==> config.mk <==
export PLATFORM = sky130hd
export DESIGN_NAME = b2s_tx_handshake
export DESIGN_NICKNAME = d
export VERILOG_FILES = /design/src/rtl/b2s_tx_handshake.sv
export SDC_FILE = /design/constraint.sdc
export NUM_CORES = 1
export LEC_CHECK = 0
export ABC_AREA = 1
export BUFFER_PORTS_ARGS = -buffer_cell sky130_fd_sc_hd__buf_2
export CORE_MARGIN = 5
export CORE_UTILIZATION = 56
export DETAILED_ROUTE_END_ITERATION = 10
export MAX_ROUTING_LAYER = met4
export PLACE_DENSITY = 0.9
export SLEW_MARGIN = 30
export SYNTH_ARGS = -nofsm -noshare
export SYNTH_HDL_FRONTEND = slang
export SYNTH_SLANG_ARGS = --single-unit
==> constraint.sdc <==
create_clock -name clk -period 2.19 [get_ports clk]
set_clock_uncertainty 0.1 [all_clocks]
set_input_delay 0.438 -clock clk [delete_from_list [all_inputs] [get_ports clk]]
set_output_delay 0.438 -clock clk [all_outputs]
set_load 0.005 [all_outputs]
==> src/rtl/b2s_tx_handshake.sv <==
// b2s one-wire serial transmitter with valid/ready load handshake.
// Sends each accepted word MSB-first as a pulse-width-coded frame.
`timescale 1ns/1ps
module b2s_tx_handshake #(
   parameter int WIDTH = 32,
   parameter int UNIT  = 2,
   parameter int GAP   = 8
) (
   input  logic             clk,
   input  logic             rst,
   input  logic [WIDTH-1:0] din,
   input  logic             din_valid,
   output logic             din_ready,
   output logic             b2s_dout,
   output logic             busy,
   output logic             done
);

   localparam int PMAX = (4*UNIT > GAP) ? 4*UNIT : GAP;
   localparam int PW   = $clog2(PMAX + 1);
   localparam int BW   = (WIDTH > 1) ? $clog2(WIDTH) : 1;

   localparam logic [PW-1:0] LEN_U  = PW'(UNIT);
   localparam logic [PW-1:0] LEN_2U = PW'(2*UNIT);
   localparam logic [PW-1:0] LEN_4U = PW'(4*UNIT);
   localparam logic [PW-1:0] LEN_G  = PW'(GAP);
   localparam logic [PW-1:0] ONE    = PW'(1);

   typedef enum logic [2:0] {
      IDLE,
      START_LO,
      START_HI,
      BIT_LO,
      BIT_HI,
      GAP_S
   } state_t;

   state_t           state, state_n;
   logic [PW-1:0]    cnt, cnt_n;
   logic [BW-1:0]    bits, bits_n;
   logic [WIDTH-1:0] sh, sh_n, sh_s;
   logic             accept;
   logic             dout_n, busy_n, ready_n, done_n;

   assign accept = din_valid & din_ready;
   assign sh_s   = sh << 1;

   // next state, phase/bit counters, shifter, and next registered outputs
   always_comb begin
      state_n = state;
      cnt_n   = (cnt != '0) ? cnt - ONE : cnt;
      bits_n  = bits;
      sh_n    = sh;
      unique case (state)
         IDLE: begin
            if (accept) begin
               state_n = START_LO;
               cnt_n   = LEN_4U;
               bits_n  = BW'(WIDTH - 1);
               sh_n    = din;
            end
         end
         START_LO: begin
            if (cnt == ONE) begin
               state_n = START_HI;
               cnt_n   = LEN_U;
            end
         end
         START_HI: begin
            if (cnt == ONE) begin
               state_n = BIT_LO;
               cnt_n   = sh[WIDTH-1] ? LEN_2U : LEN_U;
            end
         end
         BIT_LO: begin
            if (cnt == ONE) begin
               state_n = BIT_HI;
               cnt_n   = LEN_U;
            end
         end
         BIT_HI: begin
            if (cnt == ONE) begin
               sh_n = sh_s;
               if (bits == '0) begin
                  state_n = GAP_S;
                  cnt_n   = LEN_G;
               end else begin
                  state_n = BIT_LO;
                  bits_n  = bits - BW'(1);
                  cnt_n   = sh_s[WIDTH-1] ? LEN_2U : LEN_U;
               end
            end
         end
         GAP_S: begin
            if (cnt == ONE) begin
               state_n = IDLE;
               cnt_n   = '0;
            end
         end
         default: begin
            state_n = IDLE;
            cnt_n   = '0;
         end
      endcase
      dout_n  = !((state_n == START_LO) || (state_n == BIT_LO));
      busy_n  = (state_n != IDLE);
      ready_n = (state_n == IDLE);
      done_n  = (state_n == GAP_S) && (cnt_n == ONE);
   end

   // state and registered outputs; reset aborts any frame silently
   always_ff @(posedge clk) begin
      if (rst) begin
         state     <= IDLE;
         cnt       <= '0;
         bits      <= '0;
         sh        <= '0;
         b2s_dout  <= 1'b1;
         busy      <= 1'b0;
         din_ready <= 1'b0;
         done      <= 1'b0;
      end else begin
         state     <= state_n;
         cnt       <= cnt_n;
         bits      <= bits_n;
         sh        <= sh_n;
         b2s_dout  <= dout_n;
         busy      <= busy_n;
         din_ready <= ready_n;
         done      <= done_n;
      end
   end

endmodule

==> metrics.md, run 1 <==
| Metric | Value |
|---|---|
| Total of max-cap violations | `0` |
| Total Routing Usage GR | `20.7%` |
| Wirelength per Cell | `12.0 um` |
| Max-slew violation count | `0` |
| Cell area after synthesis | `about 0.0024 mm^2` |
| Final cell count without fillers | `between 400 and 500` |
| Die Ht | `75.1 um` |
| Gpl congestion | `just over 0.9` |
| TritonCTS clock tree | `yes` |
| Top cells by area, synth | `dfxtp_1 (40%), nand2_1 (17%), a31oi_1 (8.2%)` |
| Fmax | `535 MHz` |
| Required @ worst endpoint | `2.32 ns` |
| Area grow syn2layout | `12.5%` |
| Seq cells post-synth | `48` |
| Grt ovf | `0` |
| Layout cells sized above 1 | `18.0%` |
| Initial DRT Pass Iterations | `4` |
| Worst-margin pin slew | `about 0.33 ns` |
| Async S/R FF share, synth | `0%` |
| Die W | `75.1 um` |
| Ys Warns | `0` |
| DIE AREA | `0.00565 mm^2` |
| Total power draw | `between 3 and 4 mW` |
| Initial antenna violation count | `0` |
| Status | `completed` |
| # port buffers | `38` |
| Flop-to-flop setup slack | `between 0.3 and 0.4 ns` |
| Floorplan Core Area | `0.00406 mm^2` |
| Htree depth | `2` |
| Area leader, netlist | `dfxtp_1` |
| Syn Inst Count | `approximately 340` |
| Via Count | `2,298` |
| Placed insts | `419` |
| Hold Path Origin | `din[8]` |
| Worst-path fanout max | `37` |
| Setup Buffers After CTS | `0` |
| Hold Crit Class | `input pin to register` |
| Clk Latency, worst-skew pair | `0.30 ns` |
| CTS root buffer | `clkbuf_8` |
| Hold depth | `3` |
| DPL Wire Length | `3650 um` |
| First-pass GRT wire length | `8820 um` |
| Pwr Density | `1260 mW/mm^2` |
| Clk sinks | `48` |
| Nets | `416` |
| Worst VDD drop | `0.000728 V` |
| P_int | `1.94 mW` |
| Largest net degree at the start of global routing | `38` |
| Fin crit share | `85.3%` |
| Diodes inserted | `0` |
| ANT nets after route | `0` |
| R2r startpoint | `cnt[1]$_SDFF_PP0_` |
| Clock tree buffer depth | `2` |
| Cell variety after synth | `25` |
| Residual DRC | `0` |
| Post_cts resized | `0` |
| Reg2reg path depth | `9` |
| Initial cell density of the core | `58.6%` |
| CP endpoint kind | `register` |
| Reg clk slew, reported paths | `0.09 ns` |
| Vias in the first global route | `2,117` |
| Number of flops mapped to enable cells by yosys | `0` |
| Hold-fix buffers at CTS | `0` |
| CP Launch Type | `register` |
| Sequential share of the synthesized area | `40.4%` |
| Switching part of the total power | `roughly 43%` |
| Setup TNS | `0 ns` |
| Share of the synthesized area in the top cell type | `40.4%` |
| Row cnt | `23` |
| Total leakage power | `1.23 nW` |
| FILL cells | `356` |
| Comb pwr share | `45.4%` |
| CTS buffer count | `5` |
| Mapped Nets | `about 380` |
| Slew headroom | `78.0%` |
| Final setup vio count | `0` |
| RSZ-0062 raised after global routing | `no` |
| Vias/cell | `5.38` |
| WP data arrival | `2.00 ns` |
| Sequential Power Share | `38.5%` |
| Clock power share | `around 16%` |
| Final core occ | `65.9%` |
| Synthesized area per cell | `6.93 um^2` |
| # IOs | `39` |
| Crit path time final | `1.87 ns` |
| Sw power | `1.44 mW` |
| Final hold vios | `0` |
| 1st-iter DRT viols | `141` |
| Worst Hold End | `sh[8]$_SDFFE_PP0P_` |
| Top FF cell, synth | `dfxtp_1` |
| Final WL | `5120 um` |
| Reg2reg end | `sh[17]$_SDFFE_PP0P_` |
| Crit path kind | `register to register` |
==> through the flow <==
step / area, um^2 / setup WS, ns / hold WS, ns
after global routing: 2670 / 0.129 / 0.286
after CTS: 2670 / 0.331 / 0.282
final: 2670 / 0.322 / 0.289
after floorplan: 2380 / 0.667 / 0.355
after global placement: 2580 / 0.439 / 0.362
after detailed placement: 2580 / 0.362 / 0.374
==> layout by cell type (no fill, tap or decap), drive strengths merged <==
cell type	n
nand2	113
dfxtp	48
a21oi	9
nor3	1
ha	5
a31oi	31
inv	24
xor2	1
nand3	19
xnor2	2
buf	44
or2	1
clkinv	2
o21ai	35
nand3b	1
nand4	4
clkbuf	6
nor2	31
==> synth_stat cells, types with 4 or more instances <==
library cell and n:
nand2_1 110, dfxtp_1 48, a31oi_1 31, o21ai_1 29
nor2_1 25, inv_1 19, nand3_1 18, a21oi_1 9
buf_2 9, o21ai_0 6, ha_1 5, inv_2 5
clkbuf_1 4, nand4_1 4, nor2_2 4
==> critical path, stage by stage (launching register included) <==
cell and delay [ns]:
dfxtp_1 0.30, inv_1 0.13, ha_1 0.21, inv_1 0.06
nor2_2 0.18, nand2_1 0.12, nand2_2 0.09, buf_4 0.32
o21ai_0 0.13, a31oi_1 0.16
==> registers in the layout, indices dropped and copies added (netlist names) <==
signal,flops
bits,5
state,3
busy,1
done,1
cnt,4
b2s_dout,1
din_ready,1
sh,32
==> per-layer routing <==
| layer | vias up | global-route usage, % | share of wire [%] |
|---|---|---|---|
| met2 | 65 | 34.0 | 48 |
| li1 | 1199 | - | - |
| met1 | 1025 | 24.9 | 45 |
| met5 | - | - | 0 |
| met3 | 9 | 4.41 | 5.3 |
| met4 | 0 | 7.77 | 1.7 |
==> power groups by stage <==
| stage | clock network, mW | logic, mW | registers [mW] |
|---|---|---|---|
| 4_1_cts | 0.553 | 1.53 | 1.30 |
| 2_1_floorplan | 0 | 1.26 | 1.28 |
| 3_3_place_gp | 0 | 1.47 | 1.31 |
| 5_1_grt | 0.591 | 1.77 | 1.33 |
| 6_report | 0.544 | 1.53 | 1.30 |
| 3_5_place_dp | 0 | 1.53 | 1.31 |
==> worst max path at each step <==
stage | start | end | slack, ns | depth (start not counted)
finish | cnt[1]$_SDFF_PP0_ | sh[17]$_SDFFE_PP0P_ | 0.32 | 9
global route | cnt[1]$_SDFF_PP0_ | sh[17]$_SDFFE_PP0P_ | 0.13 | 9
CTS | cnt[1]$_SDFF_PP0_ | sh[17]$_SDFFE_PP0P_ | 0.33 | 9
detailed placement | cnt[1]$_SDFF_PP0_ | sh[19]$_SDFFE_PP0P_ | 0.36 | 9
global placement | state[0]$_SDFF_PP0_ | sh[15]$_SDFFE_PP0P_ | 0.44 | 8
floorplan | cnt[1]$_SDFF_PP0_ | sh[1]$_SDFFE_PP0P_ | 0.67 | 9
==> cells by family (layout without fill, tap and decap cells) <==
logic type / count (synthesis) / in the layout / share of synthesized area [%]
and+or+nand+nor: 170 / 170 / 30.2
DFF: 48 / 48 / 40.4
xor gates and xnor gates: 3 / 3 / 1.11
AOI/OAI and AO/OA: 75 / 75 / 17.4
buffers and inverters: 42 / 76 / 8.21
adders and majority gates: 5 / 5 / 2.63
==> layout make-up <==
type                    count  area [um^2]  area share [%]
clock buffers               6         82.6            3.09
clock inverters             2         10.0           0.374
inverters                  24         90.1            3.37
multi-input cells         253         1220            45.6
flip-flops and latches     48          961            35.9
well taps                  50         62.6            2.34
repair buffers             44          248            9.27
(Power assumes the default switching activity.)
==> run 2: changes to the inputs <==
- PLACE_DENSITY: 0.9 -> 0.79
==> run 2 against run 1 <==
  * Final area shrank 0.84%
  * Final cell count shrank 0.23%
  * Clock-buffer cell count grew 2
  * Wire length is 1.2% lower
  * Combinational power barely moved
==> metrics.md, run 2 (synthesis gave the netlist of run 1 again) <==
| Metric | Value |
|---|---|
| Status | `completed` |
| Hold Crit Class | `input pin to register` |
| Commonest cells after routing, fill and taps aside | `nand2_1 (110), dfxtp_1 (48), buf_2 (38)` |
| TritonCTS clock tree | `yes` |
| First-pass GRT wire length | `8900 um (+0.94%)` |
| Slew headroom | `41.9% (-36 points)` |
| Row cnt | `23 (unchanged)` |
| Largest regs | `sh: 32 flops, bits: 5 flops, cnt: 4 flops` |
| FILL cells | `362 (+1.7%)` |
| Clk sinks | `48 (unchanged)` |
| Hold-fix buffers at CTS | `0 (unchanged)` |
| Crit path kind | `register to register` |
| DPL Wire Length | `3540 um (-3.0%)` |
| Final core occ | `65.3% (-0.56 points)` |
| Initial cell density of the core | `58.6% (unchanged)` |
| 1st-iter DRT viols | `95 (-33%)` |
| Final cell count without fillers | `426 (-0.23%)` |
| CP Launch Type | `register` |
| Largest Register | `sh` |
| Initial DRT Pass Iterations | `4 (unchanged)` |
| Fin Hold WS | `0.289 ns (+0.000500 ns)` |
| Post_cts resized | `0 (unchanged)` |
| Area grow syn2layout | `11.6%` |
| Number of flip-flops in the largest register | `32 (unchanged)` |
| Grt ovf | `0 (unchanged)` |
| Required @ worst endpoint | `2.32 ns (about the same)` |
| Fmax | `529 MHz (-1.1%)` |
| Total leakage power | `1.21 nW (-1.2%)` |
| RSZ-0062 raised after global routing | `no` |
| Largest net degree at the start of global routing | `35 (-7.9%)` |
| Residual DRC | `0 (unchanged)` |
| Placed insts | `418 (-0.24%)` |
| Clock tree buffer depth | `2 (unchanged)` |
| Die W | `75.1 um (unchanged)` |
| Cell area after layout | `0.00265 mm^2 (-0.84%)` |
| Post-place setup slack | `0.277 ns (-0.0849 ns)` |
| Total of max-cap violations | `0 (unchanged)` |
| Total Routing Usage GR | `20.6% (-0.086 points)` |
| Initial antenna violation count | `0 (unchanged)` |
| CTS buffer count | `5 (unchanged)` |
| Wirelength per Cell | `11.9 um (-1.0%)` |
| Vias in the first global route | `2,161 (+2.1%)` |
| Total power draw | `3.37 mW (-0.33%)` |
| DIE AREA | `0.00565 mm^2 (unchanged)` |
| Die Ht | `75.1 um (unchanged)` |
| Commonest non-fill, non-tap cell in the layout | `nand2_1` |
| Setup Buffers After CTS | `0 (unchanged)` |
| CTS root buffer | `clkbuf_8` |
| # port buffers | `38 (unchanged)` |
| Clk Latency, worst-skew pair | `0.30 ns (about the same)` |
| Via Count | `2,271 (-1.2%)` |
| Diodes inserted | `0 (unchanged)` |
| Vias/cell | `5.33 (-0.94%)` |
| Worst-path fanout max | `33 (-11%)` |
| Nets | `415 (-0.24%)` |
| Crit path time final | `1.89 ns (+0.0211 ns)` |
| Worst-margin pin slew | `0.871 ns (+0.541 ns)` |
| Reg clk slew, reported paths | `0.09 ns (about the same)` |
| Layout cells sized above 1 | `17.3% (-0.75 points)` |
| CP endpoint kind | `register` |
| WP data arrival | `2.02 ns (+0.02 ns)` |
| Setup TNS | `0 ns (unchanged)` |
| Floorplan Core Area | `0.00406 mm^2 (unchanged)` |
| Max-slew violation count | `0 (unchanged)` |
| Htree depth | `2 (unchanged)` |
| Final worst-path setup slack | `0.301 ns (-0.0211 ns)` |
| Final hold vios | `0 (unchanged)` |
| Final setup vio count | `0 (unchanged)` |
| Fin crit share | `86.3% (+0.96 points)` |
| Gpl congestion | `0.873 (-3.7%)` |
| # IOs | `39 (unchanged)` |
| Placed Area | `0.00256 mm^2 (-0.78%)` |
| Worst VDD drop | `0.000496 V (-32%)` |
| Final WL | `5060 um (-1.2%)` |
| ANT nets after route | `0 (unchanged)` |
| Pwr Density | `1270 mW/mm^2 (+0.51%)` |
[run 2: cell count changes in the layout (fill, tap and decap cells not counted), sizes merged]
cell | before | now
clkbuf | 6 | 8
clkinv | 2 | 0
buf | 44 | 43
[run 2: metal layers]
| layer | vias up | wire length [um] | GRT usage, % | part of all wire (%) |
|---|---|---|---|---|
| met1 | 999 | 2420 | 25.7 | 48 |
| li1 | 1202 | - | - | - |
| met4 | 0 | 98 | 8.35 | 1.9 |
| met2 | 60 | 2250 | 32.5 | 44 |
| met5 | - | 0 | - | 0 |
| met3 | 10 | 291 | 4.41 | 5.8 |
[run 2: cell type report]
| class | instances | area (um^2) | area share, % |
|---|---|---|---|
| multi-input cells | 253 | 1220 | 46.0 |
| flip-flops and latches | 48 | 961 | 36.2 |
| repair buffers | 43 | 228 | 8.59 |
| clock buffers | 8 | 90.1 | 3.40 |
| inverters | 24 | 90.1 | 3.40 |
| well taps | 50 | 62.6 | 2.36 |
[run 2: power breakdown]
part	internal (mW)	leakage, nW	total (mW)	switching (mW)
logic	0.544	0.774	1.52	0.976
registers	1.14	0.394	1.30	0.160
clock network	0.258	0.0455	0.549	0.291
total	1.94	1.21	3.37	1.43
[run 2: final timing paths]
check                           slack, ns                   to  cells after the start                start
worst max-delay path                 0.30  sh[15]$_SDFFE_PP0P_                      9    cnt[1]$_SDFF_PP0_
worst min-delay path                 0.29  sh[28]$_SDFFE_PP0P_                      3              din[28]
worst max register to register       0.30  sh[15]$_SDFFE_PP0P_                      9    cnt[1]$_SDFF_PP0_
worst min register to register       0.38  sh[12]$_SDFFE_PP0P_                      2  sh[11]$_SDFFE_PP0P_
[run 2: critical path, stage by stage (launching register included)]
cell and delay [ns]:
dfxtp_1 0.30, inv_1 0.14, ha_1 0.22, inv_1 0.06
nor2_2 0.20, nand2_1 0.12, nand2_2 0.09, buf_4 0.30
o21ai_1 0.10, a31oi_1 0.18
==> run 3: changes to the inputs <==
- PLACE_DENSITY: 0.79 -> 0.88
==> run 3 against run 2 <==
  * Clock power fell by 3%
  * First-iteration DRC count rose by 81%
  * Sequential power about the same
  * Non-clock buffer count up 1
  * Hold slack gained 0.0062 ns
  * Wire length is 0.12% higher
  * Largest cell class unchanged
  * Core utilization is 0.49 points higher
  * Sequential cell count stayed put
==> metrics.md, run 3 (synthesis gave the netlist of run 1 again) <==
| Metric | Value |
|---|---|
| Status | `completed` |
| Final hold vios | `0 (unchanged)` |
| Vias/cell | `5.33 (about the same)` |
| Crit path time final | `1.81 ns (-0.0780 ns)` |
| Htree depth | `2 (unchanged)` |
| Clock power share | `15.7% (-0.6 points)` |
| Required @ worst endpoint | `2.31 ns (about the same)` |
| Final setup vio count | `0 (unchanged)` |
| Reg clk slew, reported paths | `0.09 ns (about the same)` |
| Hold-fix buffers at CTS | `0 (unchanged)` |
| ANT nets after route | `0 (unchanged)` |
| RSZ-0062 raised after global routing | `no` |
| Reg2reg path depth | `7 (-2)` |
| Flop-to-flop setup slack | `0.38 ns (+0.08 ns)` |
| Commonest cells after routing, fill and taps aside | `nand2_1 (110), dfxtp_1 (48), buf_2 (38)` |
| Row cnt | `23 (unchanged)` |
| Fmax | `552 MHz (+4.3%)` |
| Initial DRT Pass Iterations | `4 (unchanged)` |
| Initial antenna violation count | `0 (unchanged)` |
| Die W | `75.1 um (unchanged)` |
| Fin crit share | `82.7% (-3.6 points)` |
| P_int | `1.96 mW (+1.0%)` |
| WP data arrival | `1.93 ns (-0.09 ns)` |
| Clk Latency, worst-skew pair | `0.30 ns (about the same)` |
| Number of flip-flops in the largest register | `32 (unchanged)` |
| Grt ovf | `0 (unchanged)` |
| Die Ht | `75.1 um (unchanged)` |
| Post-place setup slack | `0.395 ns (+0.117 ns)` |
| Hold depth | `3 (unchanged)` |
| Worst-margin pin slew | `0.395 ns (-0.476 ns)` |
| CTS root buffer | `clkbuf_8` |
| Switching part of the total power | `41.7% (-0.63 points)` |
| R2r startpoint | `state[2]$_SDFF_PP0_` |
| Slowest stage delay, CP | `0.42 ns (+0.12 ns)` |
| Hold Path Origin | `din[22]` |
| Largest Register | `sh` |
| Total of max-cap violations | `0 (unchanged)` |
| Total Routing Usage GR | `19.9% (-0.68 points)` |
| Post_cts resized | `0 (unchanged)` |
| Residual DRC | `0 (unchanged)` |
| Final worst-path setup slack | `0.379 ns (+0.0780 ns)` |
| 1st-iter DRT viols | `172 (+81%)` |
| Cell area after layout | `0.00267 mm^2 (+0.76%)` |
| Critical path, cell by cell | `inv_2 > nor2_4 > nand2_1 > nand2_2 > buf_12 > o21ai_1 > a31oi_1` |
| # port buffers | `38 (unchanged)` |
| CTS buffer count | `5 (unchanged)` |
| Placed insts | `419 (+0.24%)` |
| Worst VDD drop | `0.000572 V (+15%)` |
| First-pass GRT wire length | `8540 um (-4.0%)` |
| FILL cells | `339 (-6.4%)` |
| Wirelength per Cell | `11.9 um (-0.12%)` |
| Hold Crit Class | `input pin to register` |
| Worst-path fanout max | `48 (+45%)` |
| Largest regs | `sh: 32 flops, bits: 5 flops, cnt: 4 flops` |
| Setup TNS | `0 ns (unchanged)` |
| Slowest-stage cell, CP | `dfxtp_1` |
| Nets | `416 (+0.24%)` |
| Layout cells sized above 1 | `17.5% (+0.22 points)` |
| Placed Area | `0.00258 mm^2 (+0.78%)` |
| # IOs | `39 (unchanged)` |
| Sw power | `1.40 mW (-1.6%)` |
| Vias in the first global route | `2,036 (-5.8%)` |
| Slew headroom | `73.6% (+32 points)` |
| Total leakage power | `1.22 nW (+0.66%)` |
| Clk sinks | `48 (unchanged)` |
| Diodes inserted | `0 (unchanged)` |
| Final cell count without fillers | `427 (+0.23%)` |
| Crit path launch | `state[2]$_SDFF_PP0_` |
| CP endpoint kind | `register` |
| DPL Wire Length | `3600 um (+1.9%)` |
| Worst Hold End | `sh[22]$_SDFFE_PP0P_` |
| Sequential Power Share | `38.9% (+0.3 points)` |
| Floorplan Core Area | `0.00406 mm^2 (unchanged)` |
| Gpl congestion | `1.02 (+17%)` |
| Via Count | `2,277 (+0.26%)` |
| Reg2reg end | `sh[7]$_SDFFE_PP0P_` |
| Commonest non-fill, non-tap cell in the layout | `nand2_1` |
| Final WL | `5070 um (+0.12%)` |
| Crit path kind | `register to register` |
| Max-slew violation count | `0 (unchanged)` |
| Largest net degree at the start of global routing | `49 (+40%)` |
| Clock tree buffer depth | `2 (unchanged)` |
| Setup Buffers After CTS | `0 (unchanged)` |
| DIE AREA | `0.00565 mm^2 (unchanged)` |
| Comb pwr share | `45.4% (+0.3 points)` |
| TritonCTS clock tree | `yes` |
| Pwr Density | `1260 mW/mm^2 (-0.83%)` |
| CP Launch Type | `register` |
| Initial cell density of the core | `58.6% (unchanged)` |
| Area grow syn2layout | `12.4%` |
run 3: critical path, delay by kind of cell, from the launching register on:
family / cells / cell delay, ns
flip-flops: 1 / 0.42
buffers and inverters: 2 / 0.33
AO/OA/AOI/OAI: 2 / 0.24
AND/OR/NAND/NOR: 3 / 0.62
run 3: routing by layer:
metal	share of wire (%)	track usage (%)	up-vias
met5	0	-	-
li1	-	-	1193
met4	0.99	6.21	0
met1	45	24.4	1006
met3	6.7	5.07	5
met2	47	32.2	73
run 3: how the worst max path moves through the flow:
| stage | to | slack [ns] | cells after the start |
|---|---|---|---|
| floorplan | sh[1]$_SDFFE_PP0P_ | 0.67 | 9 |
| global placement | done$_SDFF_PP0_ | 0.45 | 11 |
| detailed placement | sh[7]$_SDFFE_PP0P_ | 0.39 | 7 |
| CTS | sh[7]$_SDFFE_PP0P_ | 0.37 | 7 |
| global route | sh[19]$_SDFFE_PP0P_ | 0.17 | 8 |
| finish | sh[7]$_SDFFE_PP0P_ | 0.38 | 7 |
run 3: power groups by stage:
stage | logic (mW) | registers (mW) | clock network [mW]
floorplan | 1.26 | 1.28 | 0
global placement | 1.49 | 1.31 | 0
detailed placement | 1.53 | 1.32 | 0
CTS | 1.54 | 1.31 | 0.543
global route | 1.76 | 1.34 | 0.577
finish | 1.53 | 1.31 | 0.530
run 3: cell type report:
type                       instances  area (um^2)  area share (%)
multi-input combinational        253         1220            45.7
sequential                        48          961            36.0
timing repair buffer              44          248            9.27
clock buffer                       8         90.1            3.37
inverter                          24         90.1            3.37
tap                               50         62.6            2.34
run 3: through the flow:
step	hold WS, ns	util, %	power [mW]
2_1_floorplan	0.355	-	2.54
3_3_place_gp	0.366	63.6	2.80
3_5_place_dp	0.372	63.6	2.85
4_1_cts	0.289	65.8	3.38
5_1_grt	0.303	65.8	3.68
6_report	0.296	65.8	3.37
